### config.mk
export PLATFORM = sky130hd
export DESIGN_NAME = ball_motion_ctrl
export DESIGN_NICKNAME = d
export VERILOG_FILES = /design/src/rtl/ball_motion_ctrl_pkg.sv /design/src/rtl/ball_motion_ctrl_axis_step.sv /design/src/rtl/ball_motion_ctrl.sv
export SDC_FILE = /design/constraint.sdc
export NUM_CORES = 1
export LEC_CHECK = 0
export ABC_AREA = 1
export CAP_MARGIN = 10
export CORE_MARGIN = 4
export CORE_UTILIZATION = 35
export DETAILED_ROUTE_END_ITERATION = 16
export DONT_BUFFER_PORTS = 1
export SLEW_MARGIN = 15
export SYNTH_ARGS = -nofsm -noshare
export SYNTH_HDL_FRONTEND = slang
export SYNTH_SLANG_ARGS = --single-unit
### constraint.sdc
create_clock -name clk -period 1.8 [get_ports clk]
set_input_delay 0.36 -clock clk [delete_from_list [all_inputs] [get_ports clk]]
set_output_delay 0.36 -clock clk [all_outputs]
set_load 0.005 [all_outputs]
### src/rtl/ball_motion_ctrl_pkg.sv
// Shared definitions for the ball motion sequencer: FSM encoding, default
// screen geometry and the constant log2 helper used to size position ports.
package ball_motion_ctrl_pkg;

  typedef enum logic [1:0] {
    IDLE   = 2'd0,
    STEP_X = 2'd1,
    STEP_Y = 2'd2,
    COMMIT = 2'd3
  } state_t;

  localparam int unsigned DEF_WIDTH  = 1024;
  localparam int unsigned DEF_HEIGHT = 768;
  localparam int unsigned DEF_RADIUS = 16;

  // Ceiling log2: the number of bits needed to index 'value' items.
  function automatic int unsigned log2(input int unsigned value);
    int unsigned v;
    int unsigned n;
    n = 0;
    v = (value > 0) ? value - 1 : 0;
    while (v > 0) begin
      n = n + 1;
      v = v >> 1;
    end
    return n;
  endfunction

endpackage

### src/rtl/ball_motion_ctrl_axis_step.sv
// Combinational per-axis step: advances a position by a fixed step in the
// current direction and clamps/reflects it at the radius-inset screen edges.
module ball_axis_step
  import ball_motion_ctrl_pkg::*;
#(
  parameter int unsigned extent = DEF_WIDTH,
  parameter int unsigned radius = DEF_RADIUS,
  parameter int unsigned step   = 2,
  parameter int unsigned pos_w  = log2(extent)
) (
  input  logic [pos_w-1:0] pos,
  input  logic             dir,
  output logic [pos_w-1:0] next_pos,
  output logic             next_dir,
  output logic             reflect
);

  localparam logic [pos_w:0]   lo_w   = (pos_w+1)'(radius);
  localparam logic [pos_w:0]   hi_w   = (pos_w+1)'(extent - 1 - radius);
  localparam logic [pos_w:0]   step_w = (pos_w+1)'(step);
  localparam logic [pos_w-1:0] lo_n   = pos_w'(radius);
  localparam logic [pos_w-1:0] hi_n   = pos_w'(extent - 1 - radius);
  localparam logic [pos_w-1:0] step_n = pos_w'(step);

  logic [pos_w:0] sum;

  // Next position with one extra bit so overshoot past the upper limit is visible.
  always_comb begin
    sum      = {1'b0, pos} + step_w;
    next_pos = pos;
    next_dir = dir;
    reflect  = 1'b0;
    if (dir) begin
      if (sum > hi_w) begin
        next_pos = hi_n;
        next_dir = 1'b0;
        reflect  = 1'b1;
      end else begin
        next_pos = sum[pos_w-1:0];
      end
    end else begin
      if ({1'b0, pos} < lo_w + step_w) begin
        next_pos = lo_n;
        next_dir = 1'b1;
        reflect  = 1'b1;
      end else begin
        next_pos = pos - step_n;
      end
    end
  end

endmodule

### src/rtl/ball_motion_ctrl.sv
// Ball position sequencer: on every frame_div-th accepted frame strobe it
// steps X, then Y, then commits both positions, directions and the bounce
// pulse in a single cycle so the renderer never sees a half-updated ball.
module ball_motion_ctrl
  import ball_motion_ctrl_pkg::*;
#(
  parameter int unsigned width       = DEF_WIDTH,
  parameter int unsigned height      = DEF_HEIGHT,
  parameter int unsigned ball_radius = DEF_RADIUS,
  parameter int unsigned step        = 2,
  parameter int unsigned frame_div   = 1
) (
  input  logic                      clk,
  input  logic                      reset,
  input  logic                      ball_en,
  input  logic                      move,
  input  logic                      pause,
  output logic [log2(width)-1:0]    h_pos,
  output logic [log2(height)-1:0]   v_pos,
  output logic                      dir_x,
  output logic                      dir_y,
  output logic [1:0]                bounce,
  output logic                      busy
);

  localparam int unsigned hw    = log2(width);
  localparam int unsigned vw    = log2(height);
  localparam int unsigned div_w = (frame_div > 1) ? log2(frame_div) : 1;
  localparam logic [div_w-1:0] div_last = div_w'(frame_div - 1);

  state_t           state, state_nx;
  logic [div_w-1:0] div_cnt;
  logic             accept, start;

  logic [hw-1:0] nx_c, nx_q;
  logic [vw-1:0] ny_c, ny_q;
  logic          ndx_c, ndx_q, bx_c, bx_q;
  logic          ndy_c, ndy_q, by_c, by_q;

  ball_axis_step #(
    .extent (width),
    .radius (ball_radius),
    .step   (step),
    .pos_w  (hw)
  ) u_step_x (
    .pos      (h_pos),
    .dir      (dir_x),
    .next_pos (nx_c),
    .next_dir (ndx_c),
    .reflect  (bx_c)
  );

  ball_axis_step #(
    .extent (height),
    .radius (ball_radius),
    .step   (step),
    .pos_w  (vw)
  ) u_step_y (
    .pos      (v_pos),
    .dir      (dir_y),
    .next_pos (ny_c),
    .next_dir (ndy_c),
    .reflect  (by_c)
  );

  // Strobe qualification and next-state decode.
  always_comb begin
    accept   = move && ball_en && !pause && (state == IDLE);
    start    = accept && (div_cnt == div_last);
    state_nx = state;
    case (state)
      IDLE:    if (start) state_nx = STEP_X;
      STEP_X:  state_nx = STEP_Y;
      STEP_Y:  state_nx = COMMIT;
      COMMIT:  state_nx = IDLE;
      default: state_nx = IDLE;
    endcase
  end

  // State register and accepted-strobe divider.
  always_ff @(posedge clk) begin
    if (reset) begin
      state   <= IDLE;
      div_cnt <= '0;
      busy    <= 1'b0;
    end else begin
      state <= state_nx;
      busy  <= (state_nx != IDLE);
      if (accept) begin
        div_cnt <= start ? '0 : div_cnt + div_w'(1);
      end
    end
  end

  // Stage per-axis results; publish them all together in COMMIT.
  always_ff @(posedge clk) begin
    if (reset) begin
      nx_q   <= '0;
      ndx_q  <= 1'b0;
      bx_q   <= 1'b0;
      ny_q   <= '0;
      ndy_q  <= 1'b0;
      by_q   <= 1'b0;
      h_pos  <= hw'(width / 2);
      v_pos  <= vw'(height / 2);
      dir_x  <= 1'b1;
      dir_y  <= 1'b1;
      bounce <= '0;
    end else begin
      bounce <= '0;
      case (state)
        STEP_X: begin
          nx_q  <= nx_c;
          ndx_q <= ndx_c;
          bx_q  <= bx_c;
        end
        STEP_Y: begin
          ny_q  <= ny_c;
          ndy_q <= ndy_c;
          by_q  <= by_c;
        end
        COMMIT: begin
          h_pos  <= nx_q;
          v_pos  <= ny_q;
          dir_x  <= ndx_q;
          dir_y  <= ndy_q;
          bounce <= {by_q, bx_q};
        end
        default: ;
      endcase
    end
  end

endmodule

==> metrics <==
endpoints failing hold=0; Filler cells=about 800; worst flop-to-flop path startpoint=v_pos[1]; Core Area=slightly below 0.008 mm2; initial antenna violation count=0; status=finished, final reports clean; GR Overflow Total=0; Worst-Skew Late Latency=a little over 0.3 ns; largest net degree at the start of global routing=30; Clock Skews=approximately 0.014 ns; num rows=32; most frequent cells in the layout=71 x nand2_1, 50 x a21oi_1, 45 x dfxtp_1; Layout area overhead=27.9%; Routability Congestion=~0.83; Avg Cell Area, Syn=6.86 um2; Total Nets Final=between 400 and 500; worst rel slew slack=73.5%; clk buf depth=2; Internal=0.00183 W; Peak VDD IR=0.471 mV; post-route design area=0.00362 mm2; CP required=2.00 ns; die area=0.00960 mm2; IO buf count=0; CP max FO=5; critical path class=reg -> reg; Tcrit/Tclk final=slightly below 100%; DP Wirelength=5560 um; routed len/inst=14.3 um; final core utilization=46.4%; Hold Crit Endpoint=busy; overall routed net length=7780 um; antenna cell count=0; Achievable Freq=572 MHz; WP data arrival=1.95 ns; R2R Setup Slk=approximately 0.050 ns; vias in the first global route=2602; Post-Syn Nets=roughly 430; Critical Path End Type=register; register area share after synthesis=36.7%; share of total power in sequential cells=between 50% and 60%; share of cells above drive strength 1=between 20% and 30%; Startpoint Class=register; detailed router's first-iteration violation count=167; Tightest Pin Transition=0.397 ns; CP peak stage delay=0.41 ns; Mapped Cells=413; post-layout power=0.00240 W; Leak=1.51 nW; number of synthesized register bits=52; final slew viol count=0; RSZ-0062 raised after global routing=yes; most common cell after layout, fill and taps aside=nand2_1; All-Layer GR Usage=15.5%; first-pass iteration count of the detailed router=4; clock buffer count from CTS=5; Slowest-stage cell, CP=dfxtp_4; area of the multi-input gates=0.00186 mm2; Max Cap Viol=0; Setup-failing EPs final=0; Initial Utilization=between 30% and 40%; P_sw=0.000574 W; Hold Path Origin=reset; Reg-to-Reg End=ny_q[9]; Comb pwr share=10.5%; htree depth=2; Clock power frac=39.1%; switch share=a little under a quarter; worst hold path depth=1; wire length of the first global-routing pass=between 10000 and 15000 um; yosys warns=0; min Tclk post-route=1.75 ns; CTS root buf=clkbuf_8; Reg2Reg Depth=11; Unique masters post-synth=31; Vias=roughly 2800; Detail Route Antenna Nets=0; Reg clk slew, reported paths=0.10 ns; Power Dens Cells=663 mW/mm2; clk sinks=52; Area after DPL=approximately 0.0032 mm2; I/O pin count=30; Die Width=98.0 um; CTS tree=built; worst hold path class=in -> reg; register area=0.00106 mm2; Die Y=98.0 um; Post-route DRC=0; Vias/cell=5.15; post-synthesis cell area=0.00283 mm2; crit-path cells=ha_4 > buf_6 > nand4_1 > nand2_2 > nand3_2 > nor2_4 > nand3b_4 > nand2_4 > nand3_1 > nand2_1 > a21oi_2
-- cell usage after synthesis, drive strengths merged --
| cell | instances | area (um2) |
|---|---|---|
| nand4 | 4 | 25.0 |
| nor3 | 11 | 55.1 |
| inv | 42 | 158 |
| a31oi | 2 | 12.5 |
| nand3 | 29 | 165 |
| xor2 | 6 | 52.6 |
| ha | 11 | 138 |
| o21ai | 41 | 205 |
| a21oi | 59 | 303 |
| dfxtp | 52 | 1040 |
| buf | 6 | 27.5 |
| xnor2 | 1 | 8.76 |
| nand2 | 94 | 373 |
| a32oi | 1 | 8.76 |
| o21a | 2 | 15.0 |
| nor2 | 36 | 160 |
| and3 | 2 | 12.5 |
| clkbuf | 9 | 33.8 |
| or2 | 2 | 12.5 |
| nor3b | 1 | 7.51 |
| nand3b | 1 | 11.3 |
| a211oi | 1 | 7.51 |
-- critical path, delay by kind of cell, from the launching register on --
family                     cells  cell delay (ns)
buffers and inverters          1             0.11
adders and majority gates      1             0.16
and+or+nand+nor                8             0.91
DFF                            1             0.41
AOI/OAI and AO/OA              1             0.05
-- flip-flops by register name (all words and copies together) (netlist names), 2 cells and up --
signal / cells
bounce: 2
h_pos: 10
nx_q: 10
ny_q: 10
state: 2
v_pos: 10
-- metrics by stage --
step,worst slack [ns],TNS [ns],instances,hold WS (ns)
6_report,0.0504,0,545,0.102
2_1_floorplan,0.0709,0,413,0.424
3_5_place_dp,-0.0496,-0.213,534,0.428
5_1_grt,-0.0743,-0.679,545,0.0922
3_3_place_gp,-0.0186,-0.0519,534,0.428
4_1_cts,-0.00885,-0.00885,541,0.0951
-- worst max-delay path by stage --
stage                         from      end  slack, ns  depth (start not counted)
final                     v_pos[1]  ny_q[9]       0.05                         11
after global routing      h_pos[1]  nx_q[8]      -0.07                         10
after CTS                 v_pos[2]  ny_q[7]     -0.009                         11
after detailed placement  v_pos[2]  ny_q[7]      -0.05                         11
after global placement    h_pos[2]  nx_q[3]      -0.02                         10
after floorplan           v_pos[2]  ny_q[9]       0.07                         11
-- kinds of logic after synthesis --
family | share of synthesized area, %
fa+ha+maj | 4.86
flops | 36.7
simple gates | 29.0
compound gates | 19.5
xor+xnor | 2.16
buf+inv | 7.73
-- what timing repair did --
item | 4_1_cts | 5_1_grt
gates resized for setup | 7 | 77
setup endpoints to repair | 19 | 23
cloned | 0 | 1
setup buffers | 0 | 3
pin swaps | 1 | 16
hold buffers | 0 | 0
-- power by group through the flow --
stage | Clock (W) | Combinational (W) | Sequential (W)
6_report | 0.000941 | 0.000252 | 0.00121
5_1_grt | 0.00100 | 0.000288 | 0.00121
4_1_cts | 0.000969 | 0.000231 | 0.00121
3_5_place_dp | 0 | 0.000229 | 0.00124
3_3_place_gp | 0 | 0.000227 | 0.00124
2_1_floorplan | 0 | 0.000168 | 0.00123
-- final cells by class --
| class | count | share of cell area, % |
|---|---|---|
| multi-input combinational | 305 | 51.5 |
| sequential | 52 | 29.2 |
| timing repair buffer | 37 | 7.77 |
| inverter | 42 | 4.49 |
| tap | 102 | 3.52 |
| clock buffer | 5 | 1.90 |
| clock inverter | 2 | 1.66 |
-- layer usage --
metal | part of all wire (%) | wire length, um | GRT usage (%)
met1 | 48 | 3710 | 21.5
met2 | 48 | 3700 | 25.4
met3 | 3.7 | 285 | 2.43
met4 | 1.1 | 89 | 3.51
met5 | 0 | 0 | 0
(Power assumes the default switching activity.)
